$ cat src/rtl/oisc_mem_arbiter.sv
// Round-robin arbiter sharing one memory port between instruction fetch, data read and data write.
// Grant->MemReqValid 1 cycle, MemRspValid->RspValid 1 cycle; new requests see ReqReady low while Busy.
module oisc_mem_arbiter #(
  parameter int AW = 16,
  parameter int DW = 32
) (
  input  logic          CLK,
  input  logic          RST,
  input  logic          IFReqValid,
  output logic          IFReqReady,
  input  logic [AW-1:0] IFAddr,
  output logic          IFRspValid,
  output logic [DW-1:0] IFRspData,
  input  logic          DRReqValid,
  output logic          DRReqReady,
  input  logic [AW-1:0] DRAddr,
  output logic          DRRspValid,
  output logic [DW-1:0] DRRspData,
  input  logic          DWReqValid,
  output logic          DWReqReady,
  input  logic [AW-1:0] DWAddr,
  input  logic [DW-1:0] DWData,
  output logic          MemReqValid,
  input  logic          MemReqReady,
  output logic          MemReqWrite,
  output logic [AW-1:0] MemReqAddr,
  output logic [DW-1:0] MemReqWData,
  input  logic          MemRspValid,
  input  logic [DW-1:0] MemRspData,
  output logic          Busy,
  output logic          ErrSpurious
);

  typedef enum logic [1:0] {IDLE, ISSUE, WAIT} state_t;
  typedef enum logic [1:0] {OWN_IF, OWN_DR, OWN_DW} owner_t;

  state_t state, stateNext;
  owner_t owner, lastGrant, grantSel;
  logic   anyReq, doGrant, rspFire, spurious;

  assign anyReq = IFReqValid | DRReqValid | DWReqValid;

  // Search begins just after the previous winner so no requester can starve
  always_comb begin
    grantSel = OWN_IF;
    case (lastGrant)
      OWN_IF:  grantSel = DRReqValid ? OWN_DR : (DWReqValid ? OWN_DW : OWN_IF);
      OWN_DR:  grantSel = DWReqValid ? OWN_DW : (IFReqValid ? OWN_IF : OWN_DR);
      default: grantSel = IFReqValid ? OWN_IF : (DRReqValid ? OWN_DR : OWN_DW);
    endcase
  end

  always_comb begin
    stateNext = state;
    doGrant   = 1'b0;
    rspFire   = 1'b0;
    spurious  = 1'b0;
    case (state)
      IDLE: begin
        spurious = MemRspValid;
        if (anyReq) begin
          doGrant   = 1'b1;
          stateNext = ISSUE;
        end
      end
      ISSUE: begin
        spurious = MemRspValid;
        if (MemReqValid && MemReqReady) stateNext = MemReqWrite ? IDLE : WAIT;
      end
      WAIT: begin
        if (MemRspValid) begin
          rspFire   = 1'b1;
          stateNext = IDLE;
        end
      end
      default: stateNext = IDLE;
    endcase
  end

  always_ff @(posedge CLK) begin
    if (RST) state <= IDLE;
    else     state <= stateNext;
  end

  always_ff @(posedge CLK) begin
    if (RST) begin
      lastGrant   <= OWN_DW;
      owner       <= OWN_IF;
      IFReqReady  <= 1'b0;
      DRReqReady  <= 1'b0;
      DWReqReady  <= 1'b0;
      IFRspValid  <= 1'b0;
      DRRspValid  <= 1'b0;
      IFRspData   <= '0;
      DRRspData   <= '0;
      MemReqValid <= 1'b0;
      MemReqWrite <= 1'b0;
      MemReqAddr  <= '0;
      MemReqWData <= '0;
      Busy        <= 1'b0;
      ErrSpurious <= 1'b0;
    end else begin
      IFReqReady  <= doGrant && (grantSel == OWN_IF);
      DRReqReady  <= doGrant && (grantSel == OWN_DR);
      DWReqReady  <= doGrant && (grantSel == OWN_DW);
      MemReqValid <= (stateNext == ISSUE);
      Busy        <= (stateNext != IDLE);
      ErrSpurious <= ErrSpurious | spurious;
      IFRspValid  <= rspFire && (owner == OWN_IF);
      DRRspValid  <= rspFire && (owner == OWN_DR);
      if (rspFire && (owner == OWN_IF)) IFRspData <= MemRspData;
      if (rspFire && (owner == OWN_DR)) DRRspData <= MemRspData;
      if (doGrant) begin
        owner       <= grantSel;
        lastGrant   <= grantSel;
        MemReqWrite <= (grantSel == OWN_DW);
        case (grantSel)
          OWN_IF:  MemReqAddr <= IFAddr;
          OWN_DR:  MemReqAddr <= DRAddr;
          default: begin
            MemReqAddr  <= DWAddr;
            MemReqWData <= DWData;
          end
        endcase
      end
    end
  end

endmodule

$ cat config.mk
export PLATFORM = sky130hd
export DESIGN_NAME = oisc_mem_arbiter
export DESIGN_NICKNAME = d
export VERILOG_FILES = /design/src/rtl/oisc_mem_arbiter.sv
export SDC_FILE = /design/constraint.sdc
export NUM_CORES = 1
export LEC_CHECK = 0
export BUFFER_PORTS_ARGS = -buffer_cell sky130_fd_sc_hd__buf_2
export CORE_MARGIN = 2
export CORE_UTILIZATION = 45
export DETAILED_ROUTE_END_ITERATION = 8
export PLACE_DENSITY = 0.9
export SLEW_MARGIN = 40
export SYNTH_ARGS = -nofsm -noshare
export SYNTH_HDL_FRONTEND = slang
export SYNTH_SLANG_ARGS = --single-unit
$ cat constraint.sdc
create_clock -name CLK -period 4.45 [get_ports CLK]
set_input_delay 0.445 -clock CLK [delete_from_list [all_inputs] [get_ports CLK]]
set_output_delay 0.445 -clock CLK [all_outputs]
set_load 0.05 [all_outputs]
Word-level counts from Yosys, hierarchy flattened
Index checks and enable logic that the tools add are counted.

word-level totals
  flip-flop bits (word level) = 127
  latch bits = 0
  memories = 0
  memory bits (writable) = 0
  logic and storage cells = 59
  input port bits = 119
  bits in read-only memories = 0

operators by class
  reduce and logical (&&, ||, !) cells = 14
  divide/modulo/power cells = 0
  equality and inequality tests = 7
  multiply operators = 0
  shift operators = 0
  multiplexer cells = 18
  magnitude comparators = 0
  bitwise logic cells = 4
  add/sub/neg operators = 0

operators by type and width
  cell                                                  count
  case mux 16 bit (2 select lines)                      1
  two-way mux 2 bit                                     9
  equality test 2 x 1 -> 1 bit (second input constant)  5
  zero test 2 bit                                       4
  logical AND 1 bit                                     6
  two-way mux 1 bit                                     6
  case mux 2 bit (3 select lines)                       1
  equality test 2 bit (second input constant)           2
  case mux 2 bit (2 select lines)                       1
  OR reduction 2 bit                                    2
  bitwise OR 1 bit                                      3
  AND reduction 2 bit                                   1
  nonzero test 2 bit                                    1
  NOT 1 bit                                             1

Longest topological paths before layout
Gate-level depths: netlist of run 1.

  depth in word-level cells = 7
  depth in mapped cells = 6

Least setup slack after synthesis of run 1
OpenSTA, ideal clock, no wires.

  path kind = in2reg
  start point = in IFReqValid
  end point = reg MemReqWData[14]
  data arrival time = 1.417 ns
  stages on the path = 6
  buffers on the path = 2
  path slack = 2.962 ns
  cell sequence = nor3_2 or3_1 buf_2 clkbuf_1 o21ai_0 a21oi_1

between the ends
  cells in the longest elaborated chain, start to end = 7
  elaborated cells on any way between the ends = 13

ends and longest elaborated chain
  element                                                                 line  source
  start: declaration                                                      9     input logic IFReqValid,
  two-way mux 1 bit                                                       48    OWN_DR: grantSel = DWReqValid ? OWN_DW : (IFReqValid ? OWN_IF : OWN_DR);
  two-way mux 2 bit                                                       48
  case mux 2 bit (2 select lines)                                         46    case (lastGrant)
  equality test 2 x 1 -> 1 bit / zero test 2 bit (equally long branches)  117   case (grantSel)
  OR reduction 2 bit (no source line)                                     -
  NOT 1 bit (no source line)                                              -
  AND reduction 2 bit (no source line) *                                  -
  end signal: assignment                                                  122   MemReqWData <= DWData;
  end: declaration                                                        27    output logic [DW-1:0] MemReqWData,

Every way passes the cells marked *; elsewhere a longest branch is shown, timed or not.
A chain may end at the register's enable or synchronous reset.

Worst setup path after layout of run 1
  start point = reg state[0]
  end point = reg DRRspData[15]

between the ends
  cells in the longest elaborated chain, start to end = 3

ends and longest elaborated chain
  element                   line  source
  start: declaration        37    state_t state, stateNext;
  start signal: assignment  82    else state <= stateNext;
  equality test 2 bit       58    case (state)
  two-way mux 1 bit         58
  logical AND 1 bit         112   if (rspFire && (owner == OWN_DR)) DRRspData <= MemRspData;
  end signal: assignment    112
  end: declaration          18    output logic [DW-1:0] DRRspData,

No other way between the ends.

==> run summary, run 1 <==
status: finished clean
Reg2Reg Depth: 5
crit end category: flip-flop
Max VDD drop: 0.259 mV
GRT overflow: 0
PostCTS Resize Cnt: 0
internal power: 2.08 mW
Crit Path Class: reg -> reg
most common cell after layout, fill and taps aside: buf_2
arrival time at the worst endpoint: 2410 ps
DRC: 0
CTS Buf Count: 17
Avg Inst Size Synth: 8.16 um^2
Cell variety after synth: 37
CP Launch Type: flip-flop
Switching Share: 0.304
number of global-route vias before repair: 4,623
TritonRoute pass-1 iters: 5
Max Root-Sink Buffers: 2
commonest cells after routing, fill and taps aside: buf_2 (238), nand2_1 (134), dfxtp_1 (126)
Worst Max-Slew Pin Slew: 752 ps
fin nets: 926
number of antenna-violating nets in the routed design: 0
die area: 0.0116 mm^2
Detailed Route Iter0 Violations: 464
root buffer cell: clkbuf_8
area grow syn2layout: 36.9%
dominant synthesized flop cell: dfxtp_1
Final Hold Viols: 0
Post-Syn Instances: 591
#FFs+latches synth: 126
final instance area: 0.00661 mm^2
Synth Cell Area: 0.00482 mm^2
clock share of power: 0.431
r2r startpoint: state[0]$_SDFF_PP0_
pin count of the biggest net entering global routing: 86
RSZ-0062 raised after global routing: no
share of layout cells above drive strength 1: 0.359
ys async rst share: 0
final clock skew: 10.8 ps
core area: 0.0104 mm^2
initial antenna violation count: 1
number of placement rows: 37
combinational share of power: 0.164
Flop pwr share: 0.405
total power: 2.99 mW
HP Class: in -> reg
post-DR vias/cell: 5.25
die width: 108 um
Static Leak: 2.89 nW
Worst setup endpoint: DRRspData[15]$_SDFFE_PP0P_
Ys Warns: 0
global placement routability congestion: 0.861
I/O Buffers: 239
Num Clock Sinks: 126
Placed Instance Area: 0.00603 mm^2
CP max FO: 17
CTS tree: done
Setup-failing EPs final: 0
CP startpoint: state[0]$_SDFF_PP0_
htree depth: 4
Core Util, Final: 0.637
TNS Setup: 0 ps
fmax: 500 MHz
clock-pin slew on the worst setup and hold paths: 60 ps
DP HPWL: 9610 um
postcts setup bufs: 0
hold_ws: 194 ps
max-cap viol count: 0
Avg WL per Cell: 14.7 um
Initial Utilization: 0.465
clk_lat worst skew: 500 ps
chip height: 108 um
final WL: 14,100 um
reg2reg end: DRRspData[15]$_SDFFE_PP0P_
number of flops mapped to enable cells by yosys: 0
global-route wire length before repair: 22,000 um
Syn Nets: 710
flop2flop setup slack: 2450 ps
Hold Buf Count CTS: 0
max_slew headroom: 0.495
Max Slew Vio Count: 0
worst endpoint required time: 4860 ps
post-synthesis sequential area ratio: 0.523
Power Density: 453 mW/mm^2
post-layout min period: 2000 ps
via count: 5,024
io pins: 240
Final period util: 0.450
Sw Pwr: 911 uW
GRT Util Overall: 0.235
-- how the worst min path moves through the flow --
stage / start / end / slack, ps / cells past startpoint
global placement: DRRspData[20]$_SDFFE_PP0P_ / DRRspData[20]$_SDFFE_PP0P_ / 440 / 2
finish: DWData[17] / MemReqWData[17]$_SDFFE_PP0P_ / 190 / 3
CTS: MemRspData[10] / DRRspData[10]$_SDFFE_PP0P_ / 160 / 3
detailed placement: DRRspData[17]$_SDFFE_PP0P_ / DRRspData[17]$_SDFFE_PP0P_ / 440 / 2
global route: MemRspData[10] / IFRspData[10]$_SDFFE_PP0P_ / 160 / 3
floorplan: owner[1]$_SDFFE_PP0N_ / owner[1]$_SDFFE_PP0N_ / 430 / 1
-- registers in the layout, indices dropped and copies added (netlist names), 2 cells and up --
name,flops
MemReqWData,32
IFRspData,32
DRRspData,32
MemReqAddr,16
owner,2
state,2
-- cell families after synthesis --
| kind of cell | count (synthesis) | share of synthesized area |
|---|---|---|
| AO/OA/AOI/OAI | 191 | 0.227 |
| buffers and inverters | 55 | 0.0532 |
| flip-flops | 126 | 0.523 |
| AND/OR/NAND/NOR | 219 | 0.197 |
-- synth_stat cells (2+ instances only) --
cell | n | area (um^2)
nor2_1 | 24 | 90.1
clkbuf_2 | 2 | 10.0
o21a_1 | 2 | 15.0
nand2_1 | 134 | 503
a311oi_1 | 16 | 140
buf_4 | 6 | 45.0
clkbuf_1 | 27 | 101
and2_1 | 2 | 12.5
dfxtp_1 | 126 | 2520
buf_2 | 14 | 70.1
o21ai_1 | 3 | 15.0
nand3_1 | 48 | 240
nand2b_2 | 2 | 17.5
o21ai_0 | 45 | 225
a21oi_1 | 115 | 576
nor3_1 | 2 | 10.0
inv_1 | 3 | 11.3
-- power groups by stage --
stage               sequential (mW)  combinational, mW  clock, mW
floorplan                      1.39              0.188          0
global placement               1.23              0.479          0
detailed placement             1.23              0.488          0
CTS                            1.21              0.489       1.31
global route                   1.22              0.525       1.38
finish                         1.21              0.491       1.29
-- routing by layer --
metal,vias to the layer above,track usage,share of wire
li1,2467,-,-
met1,2328,0.296,0.41
met2,197,0.378,0.49
met3,32,0.0636,0.065
met4,0,0.103,0.027
met5,-,0,0
-- cell type report --
type | instances | area (um^2)
Antenna cell | 1 | 2.50
Clock buffer | 18 | 428
Clock inverter | 14 | 133
Fill cell | 948 | 3760
Inverter | 4 | 15.0
Multi-Input combinational cell | 410 | 2060
Sequential cell | 126 | 2520
Tap cell | 136 | 170
Timing Repair Buffer | 248 | 1270
-- critical path, stage by stage (launching register included) --
cell	delay, ps
dfxtp_1	390
and4bb_2	370
and2_1	590
buf_4	350
nand2_1	80
a21oi_1	140
-- through the flow --
step / cells / worst slack (ps)
2_1_floorplan: 591 / 2960
3_3_place_gp: 923 / 2090
3_5_place_dp: 924 / 2320
4_1_cts: 956 / 2450
5_1_grt: 957 / 2330
6_report: 957 / 2450
Note: power is estimated with default switching activity, not from simulation.
==> inputs of run 2 (changes only) <==
--- a/config.mk
+++ b/config.mk
@@ -5,11 +5,12 @@
 export SDC_FILE = /design/constraint.sdc
 export NUM_CORES = 1
 export LEC_CHECK = 0
+export ABC_AREA = 1
 export BUFFER_PORTS_ARGS = -buffer_cell sky130_fd_sc_hd__buf_2
 export CORE_MARGIN = 2
-export CORE_UTILIZATION = 45
+export CORE_UTILIZATION = 41
 export DETAILED_ROUTE_END_ITERATION = 8
-export PLACE_DENSITY = 0.9
+export PLACE_DENSITY = 0.87
 export SLEW_MARGIN = 40
 export SYNTH_ARGS = -nofsm -noshare
 export SYNTH_HDL_FRONTEND = slang
==> constraint.sdc (replaced) <==
create_clock -name CLK -period 1.75 [get_ports CLK]
set_input_delay 0.175 -clock CLK [delete_from_list [all_inputs] [get_ports CLK]]
set_output_delay 0.175 -clock CLK [all_outputs]
set_load 0.05 [all_outputs]
==> run 2 against run 1 <==
  * Clock skew about the same
  * Combinational power rose to 3.1 times the previous value
  * Wire length down 5.8%
  * Critical path depth up 4
  * Fmax up 32%
  * Hold slack worse by 170 ps
  * Core utilization down 4.3 points
  * Via count down 2.8%
  * Cell count up 7.6%
  * Register-to-register slack worse by 2200 ps
  * Critical endpoint is now MemReqAddr[14]$_SDFFE_PP0N_
  * Highest routed layer unchanged
==> run summary, run 2 <==
biggest regs: DRRspData (32), IFRspData (32), MemReqWData (32)
top cells by count, synth: nor2_1 (232), dfxtp_1 (126), o21ai_0 (93)
most common cell after layout, fill and taps aside: buf_2
Worst Max-Slew Pin Slew: 532 ps
crit end category: flip-flop
number of placement rows: 39
htree depth: 4
Initial Utilization: 0.419
status: finished clean
clk_lat worst skew: 400 ps
chip height: 112 um
routed wl met2: 6700 um
total power: 8.49 mW
CTS Buf Count: 17
global-route wire length before repair: 21,700 um
PostCTS Resize Cnt: 0
Inserted Diodes: 0
initial antenna violation count: 0
worst endpoint required time: 2080 ps
number of flops mapped to enable cells by yosys: 0
fmax: 661 MHz
I/O Buffers: 239
number of global-route vias before repair: 4,632
#FFs+latches synth: 126
post-DR vias/cell: 4.74
Avg WL per Cell: 12.9 um
post-synthesis sequential area ratio: 0.527
Setup-failing EPs final: 0
area grow syn2layout: 41.9%
Synth Cell Area: 0.00478 mm^2
largest cells by area after synthesis: dfxtp_1 (53%), nor2_1 (18%), o21ai_0 (9.7%)
postcts setup bufs: 0
TNS Setup: 0 ps
Final Hold Viols: 0
Num Clock Sinks: 126
Max Root-Sink Buffers: 2
via count: 4,881
Synth top area share: 0.527
Post-Syn Instances: 637
Core Util, Final: 0.594
ys async rst share: 0
RSZ-0062 raised after global routing: no
share of layout cells above drive strength 1: 0.359
top layer in use: met4
Cell variety after synth: 24
dominant synthesized flop cell: dfxtp_1
post-layout min period: 1510 ps
Static Leak: 3.41 nW
Crit Path Class: reg -> reg
arrival time at the worst endpoint: 1850 ps
M1 WL: 5430 um
Syn Nets: 756
Power Density: 1250 mW/mm^2
max_slew headroom: 0.645
TritonRoute pass-1 iters: 4
most common cell in the synthesized netlist: nor2_1
CP max FO: 16
core area: 0.0114 mm^2
root buffer cell: clkbuf_16
Met3 Wirelength: 908 um
clock-pin slew on the worst setup and hold paths: 60 ps
cell taking the most area after synthesis: dfxtp_1
GRT Util Overall: 0.213
CTS tree: done
global placement routability congestion: 0.828
Avg Inst Size Synth: 7.51 um^2
Final period util: 0.864
io pins: 240
Max Slew Vio Count: 0
Detailed Route Iter0 Violations: 341
GRT overflow: 0
final WL: 13,300 um
flop2flop setup slack: 240 ps
number of antenna-violating nets in the routed design: 0
CP Launch Type: flip-flop
die width: 112 um
HP Class: in -> reg
Max VDD drop: 0.770 mV
DRC: 0
Ys Warns: 0
pin count of the biggest net entering global routing: 61
max-cap viol count: 0
commonest cells after routing, fill and taps aside: buf_2 (239), nor2_1 (232), dfxtp_1 (126)
die area: 0.0125 mm^2
fin nets: 993
final clock skew: 10.9 ps
DP HPWL: 9750 um
Hold Buf Count CTS: 0
run 2: cell count changes in the layout (fill, tap and decap cells not counted), moves of 18 or more:
cell / change
nor2_1: +208
o21ai_0: +48
nand2_1: -75
inv_1: +18
a21oi_1: -109
nand3_1: -24
run 2: where the power goes:
| group | leakage, nW | total [mW] | switching [mW] | internal [mW] |
|---|---|---|---|---|
| clock network | 0.324 | 3.87 | 1.23 | 2.64 |
| logic | 2.06 | 1.50 | 1.07 | 0.429 |
| registers | 1.03 | 3.12 | 0.0830 | 3.04 |
| total | 3.41 | 8.49 | 2.38 | 6.11 |
run 2: final timing paths:
kind,start,endpoint,cells after the start
max,owner[0]$_SDFFE_PP0N_,MemReqAddr[14]$_SDFFE_PP0N_,9
min,DWData[12],MemReqWData[12]$_SDFFE_PP0P_,3
max reg2reg,owner[0]$_SDFFE_PP0N_,MemReqAddr[14]$_SDFFE_PP0N_,9
min reg2reg,owner[1]$_SDFFE_PP0N_,owner[1]$_SDFFE_PP0N_,2
run 2: cell type report:
| class | count | area, um^2 |
|---|---|---|
| clock buffers | 22 | 474 |
| multi-input cells | 441 | 1940 |
| well taps | 143 | 179 |
| inverters | 31 | 116 |
| clock inverters | 10 | 183 |
| repair buffers | 257 | 1370 |
| flip-flops and latches | 126 | 2520 |
| fillers | 1083 | 4630 |
run 2: layer usage:
metal | track usage | vias up
met5 | 0 | -
met4 | 0.0829 | 0
met3 | 0.0572 | 26
met2 | 0.377 | 185
met1 | 0.244 | 2174
li1 | - | 2496
run 2: worst max-delay path, cell delays in order, from the launching register on:
cell	delay, ps
dfxtp_1	350
inv_2	80
nor2_1	100
nand2_1	60
nand3_1	220
buf_4	280
nand2_1	100
nand2_1	90
nand2_1	50
a21oi_1	110
run 2: cells by family after synthesis:
logic type / after synthesis / share of synthesized area
buffers and inverters: 70 / 0.0662
DFF: 126 / 0.527
AOI/OAI and AO/OA: 120 / 0.140
and+or+nand+nor: 321 / 0.267
run 2: through the flow:
| step | setup slack [ps] | cell area, um^2 | hold WS (ps) | instances |
|---|---|---|---|---|
| 2_1_floorplan | 436 | 4780 | 320 | 637 |
| 3_3_place_gp | 313 | 6130 | 416 | 998 |
| 3_5_place_dp | 240 | 6130 | 429 | 998 |
| 4_1_cts | 231 | 6790 | 7.21 | 1030 |
| 5_1_grt | 36.2 | 6790 | 22.3 | 1030 |
| 6_report | 237 | 6790 | 23.1 | 1030 |
